$ cat src/rtl/mac_unit_if.sv
// Operand/result handshake bundle for mac_unit.
// The master drives operands and control, and the slave (mac_unit) returns status and result.
interface mac_unit_if #(
    parameter int DATA_W = 8,
    parameter int LEN_W  = 4
);
    logic                     start;
    logic [LEN_W-1:0]         len;
    logic                     abort;
    logic signed [DATA_W-1:0] aIn;
    logic signed [DATA_W-1:0] bIn;
    logic                     inValid;
    logic                     inReady;
    logic [7:0]               resOut;
    logic                     resValid;
    logic                     busy;

    modport master (
        output start, len, abort, aIn, bIn, inValid,
        input  inReady, resOut, resValid, busy
    );

    modport slave (
        input  start, len, abort, aIn, bIn, inValid,
        output inReady, resOut, resValid, busy
    );
endinterface

$ cat src/rtl/mac_unit.sv
// Multiply-accumulate over a programmed number of signed operand pairs.
// The sum is rescaled, clamped to 0..255 and strobed out for one cycle.
module mac_unit #(
    parameter int DATA_W    = 8,
    parameter int LEN_W     = 4,
    parameter int ACC_W     = 20,
    parameter int OUT_SHIFT = 0
) (
    input  logic      clk,
    input  logic      rst,
    mac_unit_if.slave bus
);
    typedef enum logic [1:0] {IDLE, ACC, OUT} state_t;

    localparam logic signed [ACC_W-1:0] MAX_OUT = ACC_W'(255);

    state_t                  state_reg, state_next;
    logic signed [ACC_W-1:0] acc_reg, acc_next, acc_sum;
    logic [LEN_W-1:0]        cnt_reg, cnt_next;
    logic [LEN_W-1:0]        len_reg, len_next;
    logic [7:0]              res_reg, res_next;
    logic signed [2*DATA_W-1:0] prod;
    logic                    last_pair;
    logic                    in_ready, res_valid, busy;

    function automatic logic [7:0] clamp8(input logic signed [ACC_W-1:0] a);
        logic signed [ACC_W-1:0] s;
        s = a >>> OUT_SHIFT;
        if (s[ACC_W-1])
            return 8'd0;
        else if (s > MAX_OUT)
            return 8'd255;
        else
            return s[7:0];
    endfunction

    assign prod      = $signed(bus.aIn) * $signed(bus.bIn);
    assign acc_sum   = acc_reg + {{(ACC_W-2*DATA_W){prod[2*DATA_W-1]}}, prod};
    assign last_pair = (cnt_reg == len_reg - LEN_W'(1));

    always_ff @(posedge clk or posedge rst) begin
        if (rst) begin
            state_reg <= IDLE;
            acc_reg   <= '0;
            cnt_reg   <= '0;
            len_reg   <= '0;
            res_reg   <= '0;
        end else begin
            state_reg <= state_next;
            acc_reg   <= acc_next;
            cnt_reg   <= cnt_next;
            len_reg   <= len_next;
            res_reg   <= res_next;
        end
    end

    // The result register is loaded on the final accepted pair so it is
    // already stable during the single OUT cycle.
    always_comb begin
        state_next = state_reg;
        acc_next   = acc_reg;
        cnt_next   = cnt_reg;
        len_next   = len_reg;
        res_next   = res_reg;
        in_ready   = 1'b0;
        res_valid  = 1'b0;
        busy       = 1'b0;
        case (state_reg)
            IDLE: begin
                if (bus.start && !bus.abort && (bus.len != '0)) begin
                    len_next   = bus.len;
                    acc_next   = '0;
                    cnt_next   = '0;
                    state_next = ACC;
                end
            end
            ACC: begin
                in_ready = 1'b1;
                busy     = 1'b1;
                if (bus.abort) begin
                    acc_next   = '0;
                    cnt_next   = '0;
                    state_next = IDLE;
                end else if (bus.inValid) begin
                    acc_next = acc_sum;
                    cnt_next = cnt_reg + LEN_W'(1);
                    if (last_pair) begin
                        res_next   = clamp8(acc_sum);
                        state_next = OUT;
                    end
                end
            end
            OUT: begin
                busy       = 1'b1;
                res_valid  = !bus.abort;
                state_next = IDLE;
                if (bus.abort) begin
                    acc_next = '0;
                    cnt_next = '0;
                end
            end
            default: state_next = IDLE;
        endcase
    end

    assign bus.inReady  = in_ready;
    assign bus.resValid = res_valid;
    assign bus.busy     = busy;
    assign bus.resOut   = res_reg;
endmodule

$ cat src/flat_wrapper.sv
// flat-port wrapper written by rule: the top's interface ports become plain ports
module mac_unit_flat 
#(
    parameter int DATA_W    = 8,
    parameter int LEN_W     = 4,
    parameter int ACC_W     = 20,
    parameter int OUT_SHIFT = 0
)
  (clk, rst, bus_start, bus_len, bus_abort, bus_aIn, bus_bIn, bus_inValid, bus_inReady, bus_resOut, bus_resValid, bus_busy);
  mac_unit_if #(.DATA_W(DATA_W), .LEN_W(LEN_W)) bus_i ();
  input  logic clk;
  input  logic rst;
  input wire logic [$bits(bus_i.start)-1:0] bus_start;
  input wire logic [$bits(bus_i.len)-1:0] bus_len;
  input wire logic [$bits(bus_i.abort)-1:0] bus_abort;
  input wire logic [$bits(bus_i.aIn)-1:0] bus_aIn;
  input wire logic [$bits(bus_i.bIn)-1:0] bus_bIn;
  input wire logic [$bits(bus_i.inValid)-1:0] bus_inValid;
  output wire logic [$bits(bus_i.inReady)-1:0] bus_inReady;
  output wire logic [$bits(bus_i.resOut)-1:0] bus_resOut;
  output wire logic [$bits(bus_i.resValid)-1:0] bus_resValid;
  output wire logic [$bits(bus_i.busy)-1:0] bus_busy;
  assign bus_i.start = bus_start;
  assign bus_i.len = bus_len;
  assign bus_i.abort = bus_abort;
  assign bus_i.aIn = bus_aIn;
  assign bus_i.bIn = bus_bIn;
  assign bus_i.inValid = bus_inValid;
  assign bus_inReady = bus_i.inReady;
  assign bus_resOut = bus_i.resOut;
  assign bus_resValid = bus_i.resValid;
  assign bus_busy = bus_i.busy;
  mac_unit #(.DATA_W(DATA_W), .LEN_W(LEN_W), .ACC_W(ACC_W), .OUT_SHIFT(OUT_SHIFT)) u_core (.clk(clk), .rst(rst), .bus(bus_i));
endmodule
$ cat config.mk
export PLATFORM = sky130hd
export DESIGN_NAME = mac_unit_flat
export DESIGN_NICKNAME = d
export VERILOG_FILES = /design/src/rtl/mac_unit_if.sv /design/src/rtl/mac_unit.sv /design/src/flat_wrapper.sv
export SDC_FILE = /design/constraint.sdc
export NUM_CORES = 1
export LEC_CHECK = 0
export ABC_AREA = 0
export BUFFER_PORTS_ARGS = -buffer_cell sky130_fd_sc_hd__buf_2
export CAP_MARGIN = 20
export CORE_ASPECT_RATIO = 0.9
export CORE_MARGIN = 2
export CORE_UTILIZATION = 57
export DETAILED_ROUTE_END_ITERATION = 8
export GPL_TIMING_DRIVEN = 0
export MAX_ROUTING_LAYER = met4
export PLACE_DENSITY = 0.81
export SETUP_SLACK_MARGIN = 0.2
export SLEW_MARGIN = 20
export SYNTH_ARGS = -nofsm -noshare
export SYNTH_HDL_FRONTEND = slang
export SYNTH_SLANG_ARGS = --single-unit
export TNS_END_PERCENT = 50
$ cat constraint.sdc
create_clock -name clk -period 2.8 [get_ports clk]
set_input_delay 0.42 -clock clk [delete_from_list [all_inputs] [get_ports clk]]
set_output_delay 0.42 -clock clk [all_outputs]
set_load 0.05 [all_outputs]
==> metrics.md, run 1 <==
| Metric | Value |
|---|---|
| Setup Skew | 12.17 ps |
| Maximum clock rate | 162.2 MHz |
| Most common cell after layout, fill and taps aside | sky130_fd_sc_hd__inv_1 |
| Flip-flop count of the largest register after layout | 20 |
| Count of buffering cells on the critical path with inverters included | 6 |
| Number of antenna repair diodes | 0 |
| Via total after detailed routing | 4196 |
| Vias in the first global route | 4303 |
| Residual antenna-violating net count after detailed routing | 0 |
| Kind of cell adding the most delay to the critical path | adder cells |
| Outcome | finished with violations |
| Data required time at the worst endpoint | 2970 ps |
| Standard cell with the maximum stage delay on the critical path | sky130_fd_sc_hd__fa_1 |
| Layout overhead on the synthesized area | 22.14% |
| Setup repair after global routing missed its margin | true |
| Largest cells by area after synthesis | sky130_fd_sc_hd__fa_1, sky130_fd_sc_hd__dfrtp_1, sky130_fd_sc_hd__ha_1 |
| Post-detailed-placement cell area | 5522 um^2 |
| Core box area | 8608 um^2 |
| Max-cap violations | 0 |
| Starting utilization of the core area | 0.5908 |
| Antenna violations before repair | 0 |
| Layout cells sized above 1 | 0.2456 |
| WP data arrival | 6340 ps |
| I/O Buffers | 35 |
| Clock Tree Root | sky130_fd_sc_hd__clkbuf_8 |
| Largest stage delay on the critical path | 500 ps |
| Setup Crit Path Kind | input pin to flop |
| Placed instance count | 717 |
| Class of the tightest hold or removal check | input pin to async pin |
| CTS Buf Count | 5 |
| GR Overflow Total | 0 |
| Post-synthesis net count | 698 |
| Standard-cell rows | 32 |
| Clock latency on the worst-skew pair | 290 ps |
| Floorplan die height | 93.62 um |
| H-Tree Level Count | 2 |
| Setup crit end kind | flop |
| Chip width | 103.6 um |
| Sinks on the clock net | 38 |
| I/O pin count | 36 |
| Starting DRC count in detailed routing | 330 |
| Fin Setup TNS | -59220 ps |
| Maximum number of pins on one net before global-route repair | 31 |
| Number of cells traversed by the worst register-to-register path | 15 |
| Pins over their slew limit | 0 |
| Synthesized instance count | 562 |
| Period utilization | 2.202 |
| Asr flop ratio synth | 1.000 |
| Yosys warning total | 0 |
| Time the final worst path needs with I/O delays and setup | 6166 ps |
| Final critical-path setup slack | -3366 ps |
| WL per Instance | 16.03 um |
| Cell Count, Final, Fillers Out | 746 |
| Sum of routed wire length over all layers | 11960 um |
| Mean post-synth cell area | 9.050 um^2 |
| Seq/Total Area, Yosys | 0.1870 |
| Vias per cell | 5.625 |
| Final Hold Viols | 0 |
| Pre-Repair DR Iteration Count | 4 |
| Worst reg-to-reg setup slack | -220 ps |
| Gp weighted congestion | 0.8847 |
| Clock-pin slew of the registers on the worst-case setup and hold paths | 80 ps |
| Share of the synthesized area in the top cell type | 0.2204 |
| NumNets Final | 762 |
| First-pass GRT wire length | 20230 um |
| Final std cell area, no fill | 6212 um^2 |
| RR Endpoint | u_core.acc_reg[18] |
| Worst-margin pin slew | 890.7 ps |
| Cell type with the highest aggregate area in the netlist | sky130_fd_sc_hd__fa_1 |
| DRC errors left | 0 |
| DP Wirelength | 8749 um |
| Most frequently used flop master after synthesis | sky130_fd_sc_hd__dfrtp_1 |
| Highest-count cells in the layout ignoring fill and taps | sky130_fd_sc_hd__inv_1, sky130_fd_sc_hd__fa_1, sky130_fd_sc_hd__ha_1 |
| Worst setup path startpoint | bus_aIn[7] |
| Failing checks | setup timing |
| Overall global routing resource usage | 0.2616 |
| Startpoint kind of the worst setup timing path | input pin |
| Syn Std Cell Area | 5086 um^2 |
| CTS tree | yes |
| Count of distinct cell types in the synthesized netlist | 51 |
| Number of synthesized register bits | 38 |
| Relative slew margins | 0.4040 |
| Reg2reg start | u_core.acc_reg[0] |
| Number of buffers on the longest clock path | 2 |
| Count of final setup violators | 24 |
| Floorplan die area | 9696 um^2 |
| Number of flops mapped to enable cells by yosys | 0 |
| Peak fanout along the critical path | 8 |
[routing by layer]
layer	up-vias	share of wire	global-route usage
met4	0	0.0094	0.04505
met2	99	0.53	0.4387
li1	1956	-	-
met3	14	0.041	0.03763
met1	2127	0.42	0.3487
met5	-	0	-
[cell usage after synthesis, types with 5 or more instances]
master / number
sky130_fd_sc_hd__dfrtp_1: 38
sky130_fd_sc_hd__and2_1: 46
sky130_fd_sc_hd__xnor2_1: 24
sky130_fd_sc_hd__fa_1: 56
sky130_fd_sc_hd__o21ai_0: 23
sky130_fd_sc_hd__nand2_1: 40
sky130_fd_sc_hd__o21ai_1: 8
sky130_fd_sc_hd__o21bai_1: 5
sky130_fd_sc_hd__mux2_2: 5
sky130_fd_sc_hd__a21oi_1: 28
sky130_fd_sc_hd__nand2b_1: 6
sky130_fd_sc_hd__nor3_1: 6
sky130_fd_sc_hd__clkbuf_1: 5
sky130_fd_sc_hd__o31ai_1: 5
sky130_fd_sc_hd__xor2_1: 14
sky130_fd_sc_hd__a31oi_1: 9
sky130_fd_sc_hd__inv_1: 106
sky130_fd_sc_hd__nor2_1: 15
sky130_fd_sc_hd__nand3_1: 7
sky130_fd_sc_hd__ha_1: 55
sky130_fd_sc_hd__nor2b_1: 11
sky130_fd_sc_hd__a21o_1: 6
[per-stage QoR]
step | worst slack, ps | hold WS, ps | utilization
after floorplan | -3068 | 453.8 | -
after global placement | -3677 | 478.1 | 0.6391
after detailed placement | -3889 | 356.8 | 0.6414
after CTS | -3195 | 40.47 | 0.7061
after global routing | -3584 | 46.44 | 0.7217
final | -3366 | 35.55 | 0.7217
[worst register-to-register path: cells and delay by family (launching register included)]
kind / cells / cell delay, ps
AOI/OAI and AO/OA: 6 / 990
xor gates and xnor gates: 1 / 180
adders and majority gates: 2 / 620
buffers and inverters: 5 / 590
DFF: 1 / 360
and+or+nand+nor: 1 / 210
[how the worst max path moves through the flow]
stage	endpoint	slack, ps	cells past startpoint
after global routing	u_core.bus.resOut[3]	-3580	29
after CTS	u_core.bus.resOut[6]	-3190	29
after floorplan	u_core.bus.resOut[0]	-3070	28
after global placement	u_core.bus.resOut[7]	-3680	25
final	u_core.bus.resOut[4]	-3370	29
after detailed placement	u_core.bus.resOut[1]	-3890	25
[area by class of cell]
class | count | area [um^2]
multi-input combinational | 411 | 4148
inverter | 106 | 397.9
tap | 119 | 148.9
buffer | 7 | 37.54
clock buffer | 6 | 82.58
fill | 606 | 2396
clock inverter | 2 | 12.51
timing repair buffer | 57 | 434.2
sequential | 38 | 950.9
[cell families (layout without fill, tap and decap cells)]
| family | count (synthesis) | count (layout) | synth area share |
|---|---|---|---|
| AO/OA/AOI/OAI | 113 | 113 | 0.1447 |
| XOR/XNOR | 38 | 38 | 0.06544 |
| adder cells (fa/ha/maj) | 111 | 111 | 0.3557 |
| buffers and inverters | 113 | 178 | 0.08512 |
| flip-flops | 38 | 38 | 0.1870 |
| multiplexers | 6 | 6 | 0.01304 |
| AND/OR/NAND/NOR | 143 | 143 | 0.1491 |
[what timing repair did]
action                                  CTS  global route
pin swaps                                43            22
setup buffers                            19             2
hold buffers                              0             0
gates resized for setup                  63            28
cloned                                    0             0
endpoints found under the setup margin   25            25
Power of run 1 is not shown: default switching activity piles up to over one toggle a cycle in this logic, so the estimate is an artifact.
==> inputs of run 2 (changes only) <==
- clock period: 2.8 -> 5.5 ns (I/O delays scaled with it)
==> run 2 against run 1 <==
Against the previous run:
- the run still ends with setup timing left
- register-to-register slack gained 2800 ps
- sequential share of layout area grew 0.34 points
- via count down 1.3%
- first-iteration DRC count is 24% lower
- wire length fell by 2.7%
- highest routed layer unchanged
==> metrics.md, run 2 (same netlist as run 1, synthesis figures left out) <==
| Metric | Value |
|---|---|
| Sinks on the clock net | 38 (unchanged) |
| Routed met1 length | 5037 um (-0.49%) |
| Standard cell with the maximum stage delay on the critical path | sky130_fd_sc_hd__fa_1 |
| Count of buffering cells on the critical path with inverters included | 8 (+2) |
| GR Overflow Total | 0 (unchanged) |
| I/O pin count | 36 (unchanged) |
| WP data arrival | 6730 ps (+390 ps) |
| Standard-cell rows | 32 (unchanged) |
| Period utilization | 1.195 |
| Minimum setup slack after placement | -1558 ps (+2331 ps) |
| Clock latency on the worst-skew pair | 290 ps (about the same) |
| CTS Buf Count | 5 (unchanged) |
| Data required time at the worst endpoint | 5660 ps (+2690 ps) |
| Floorplan die area | 9696 um^2 (unchanged) |
| Clock Tree Root | sky130_fd_sc_hd__clkbuf_8 |
| Overall global routing resource usage | 0.2434 (-0.01822) |
| Setup repair after global routing missed its margin | true |
| NumNets Final | 761 (-0.13%) |
| WP depth | 29 (unchanged) |
| Chip width | 103.6 um (unchanged) |
| Via total after detailed routing | 4142 (-1.3%) |
| Setup Skew | 3.857 ps (-8.311 ps) |
| Cell Count, Final, Fillers Out | 744 (-0.27%) |
| Largest stage delay on the critical path | 550 ps (+50 ps) |
| Pins over their slew limit | 0 (unchanged) |
| Number of buffers on the longest clock path | 2 (unchanged) |
| Layout overhead on the synthesized area | 19.51% |
| Final critical-path setup slack | -1070 ps (+2296 ps) |
| H-Tree Level Count | 2 (unchanged) |
| Number of cells traversed by the worst register-to-register path | 13 (-2) |
| Worst setup path startpoint | bus_aIn[3] |
| Count of final setup violators | 16 (-33%) |
| Utilization after layout | 0.7061 (-0.01555) |
| Reg2reg start | u_core.acc_reg[0] |
| Gp weighted congestion | 0.8759 (-0.99%) |
| Residual antenna-violating net count after detailed routing | 0 (unchanged) |
| Clock-pin slew of the registers on the worst-case setup and hold paths | 70 ps (about the same) |
| Placed instance count | 716 (-0.14%) |
| Setup crit end kind | flop |
| First-pass GRT wire length | 18820 um (-7.0%) |
| Final Hold Viols | 0 (unchanged) |
| Most used cell, CP | sky130_fd_sc_hd__inv_2 |
| Post-detailed-placement cell area | 5498 um^2 (-0.43%) |
| Relative slew margins | 0.4695 (+0.06551) |
| Setup Crit Path Kind | input pin to flop |
| Time the final worst path needs with I/O delays and setup | 6570 ps |
| Crit path to | u_core.bus.resOut[7] |
| Class of the tightest hold or removal check | flop to flop |
| Maximum number of pins on one net before global-route repair | 39 (+26%) |
| Number of hold buffers added after cts | 0 (unchanged) |
| Layout cells sized above 1 | 0.2400 (-0.005614) |
| Worst reg-to-reg setup slack | 2530 ps (+2750 ps) |
| Failing checks | setup timing |
| Sum of routed wire length over all layers | 11640 um (-2.7%) |
| Top routing layer in use | met4 |
| DRC errors left | 0 (unchanged) |
| Fill cells | 590 (-2.6%) |
| Pre-Repair DR Iteration Count | 5 (+1) |
| Kind of cell adding the most delay to the critical path | adder cells |
| Starting DRC count in detailed routing | 252 (-24%) |
| Starting utilization of the core area | 0.5908 (unchanged) |
| Highest-count cells in the layout ignoring fill and taps | sky130_fd_sc_hd__inv_1, sky130_fd_sc_hd__fa_1, sky130_fd_sc_hd__ha_1 |
| Vias per cell | 5.567 (-1.0%) |
| Final std cell area, no fill | 6078 um^2 (-2.2%) |
| RR Endpoint | u_core.bus.resOut[7] |
| Worst-margin pin slew | 792.8 ps (-97.91 ps) |
| Flip-flop count of the largest register after layout | 20 (unchanged) |
| CTS tree | yes |
| Vias in the first global route | 4165 (-3.2%) |
| Number of antenna repair diodes | 0 (unchanged) |
| Startpoint kind of the worst setup timing path | input pin |
| Core box area | 8608 um^2 (unchanged) |
| DP Wirelength | 8492 um (-2.9%) |
| Max-cap violations | 0 (unchanged) |
| Total met2 wirelength after detailed routing | 5933 um (-5.6%) |
| Routed wire length on met3 | 453 um (-7.7%) |
| Floorplan die height | 93.62 um (unchanged) |
| Peak fanout along the critical path | 8 (unchanged) |
| Maximum clock rate | 152.2 MHz |
| Most common cell after layout, fill and taps aside | sky130_fd_sc_hd__inv_1 |
| Outcome | finished with violations |
| I/O Buffers | 35 (unchanged) |
| WL per Instance | 15.64 um (-2.4%) |
| Antenna violations before repair | 0 (unchanged) |
-- run 2: worst min-delay path, cell delays in order, from the launching register on --
cell	delay [ps]
sky130_fd_sc_hd__dfrtp_1	350
sky130_fd_sc_hd__nand2_1	50
sky130_fd_sc_hd__o21ai_0	60
-- run 2: how the worst min path moves through the flow --
stage	from	to	slack, ps	cells after the start
final	u_core.acc_reg[7]	u_core.acc_reg[7]	500	2
after CTS	u_core.acc_reg[7]	u_core.acc_reg[7]	500	2
after global placement	u_core.acc_reg[0]	u_core.acc_reg[0]	480	2
after global routing	u_core.acc_reg[3]	u_core.acc_reg[3]	530	2
after floorplan	u_core.acc_reg[0]	u_core.acc_reg[0]	460	2
after detailed placement	u_core.acc_reg[7]	u_core.acc_reg[7]	480	2
-- run 2: metal layers --
layer / vias to the layer above / GRT usage
li1: 1954 / -
met1: 2049 / 0.3167
met2: 117 / 0.4106
met3: 22 / 0.03624
met4: 0 / 0.05405
met5: - / -
-- run 2: layout make-up --
| type | count | area [um^2] | area share |
|---|---|---|---|
| multi-input cells | 411 | 4055 | 0.6671 |
| flip-flops and latches | 38 | 950.9 | 0.1564 |
| repair buffers | 56 | 409.1 | 0.06731 |
| inverters | 106 | 397.9 | 0.06546 |
| well taps | 119 | 148.9 | 0.02450 |
| clock buffers | 5 | 68.82 | 0.01132 |
| plain buffers | 7 | 37.54 | 0.006175 |
| clock inverters | 2 | 10.01 | 0.001647 |
-- run 2: metrics by stage --
stage	hold WS [ps]	setup TNS, ps
floorplan	455.1	-7269
global placement	476.2	-15930
detailed placement	483.5	-18130
CTS	498.2	-8852
global route	529.3	-14240
finish	496.8	-11070
-- run 2: timing repair --
action                                  4_1_cts  5_1_grt
gates resized for setup                      45       47
pin swaps                                    34       26
setup buffers                                11       10
hold endpoints to repair                      0        0
endpoints found under the setup margin       17       18
Power of run 2 is left out for the same reason.
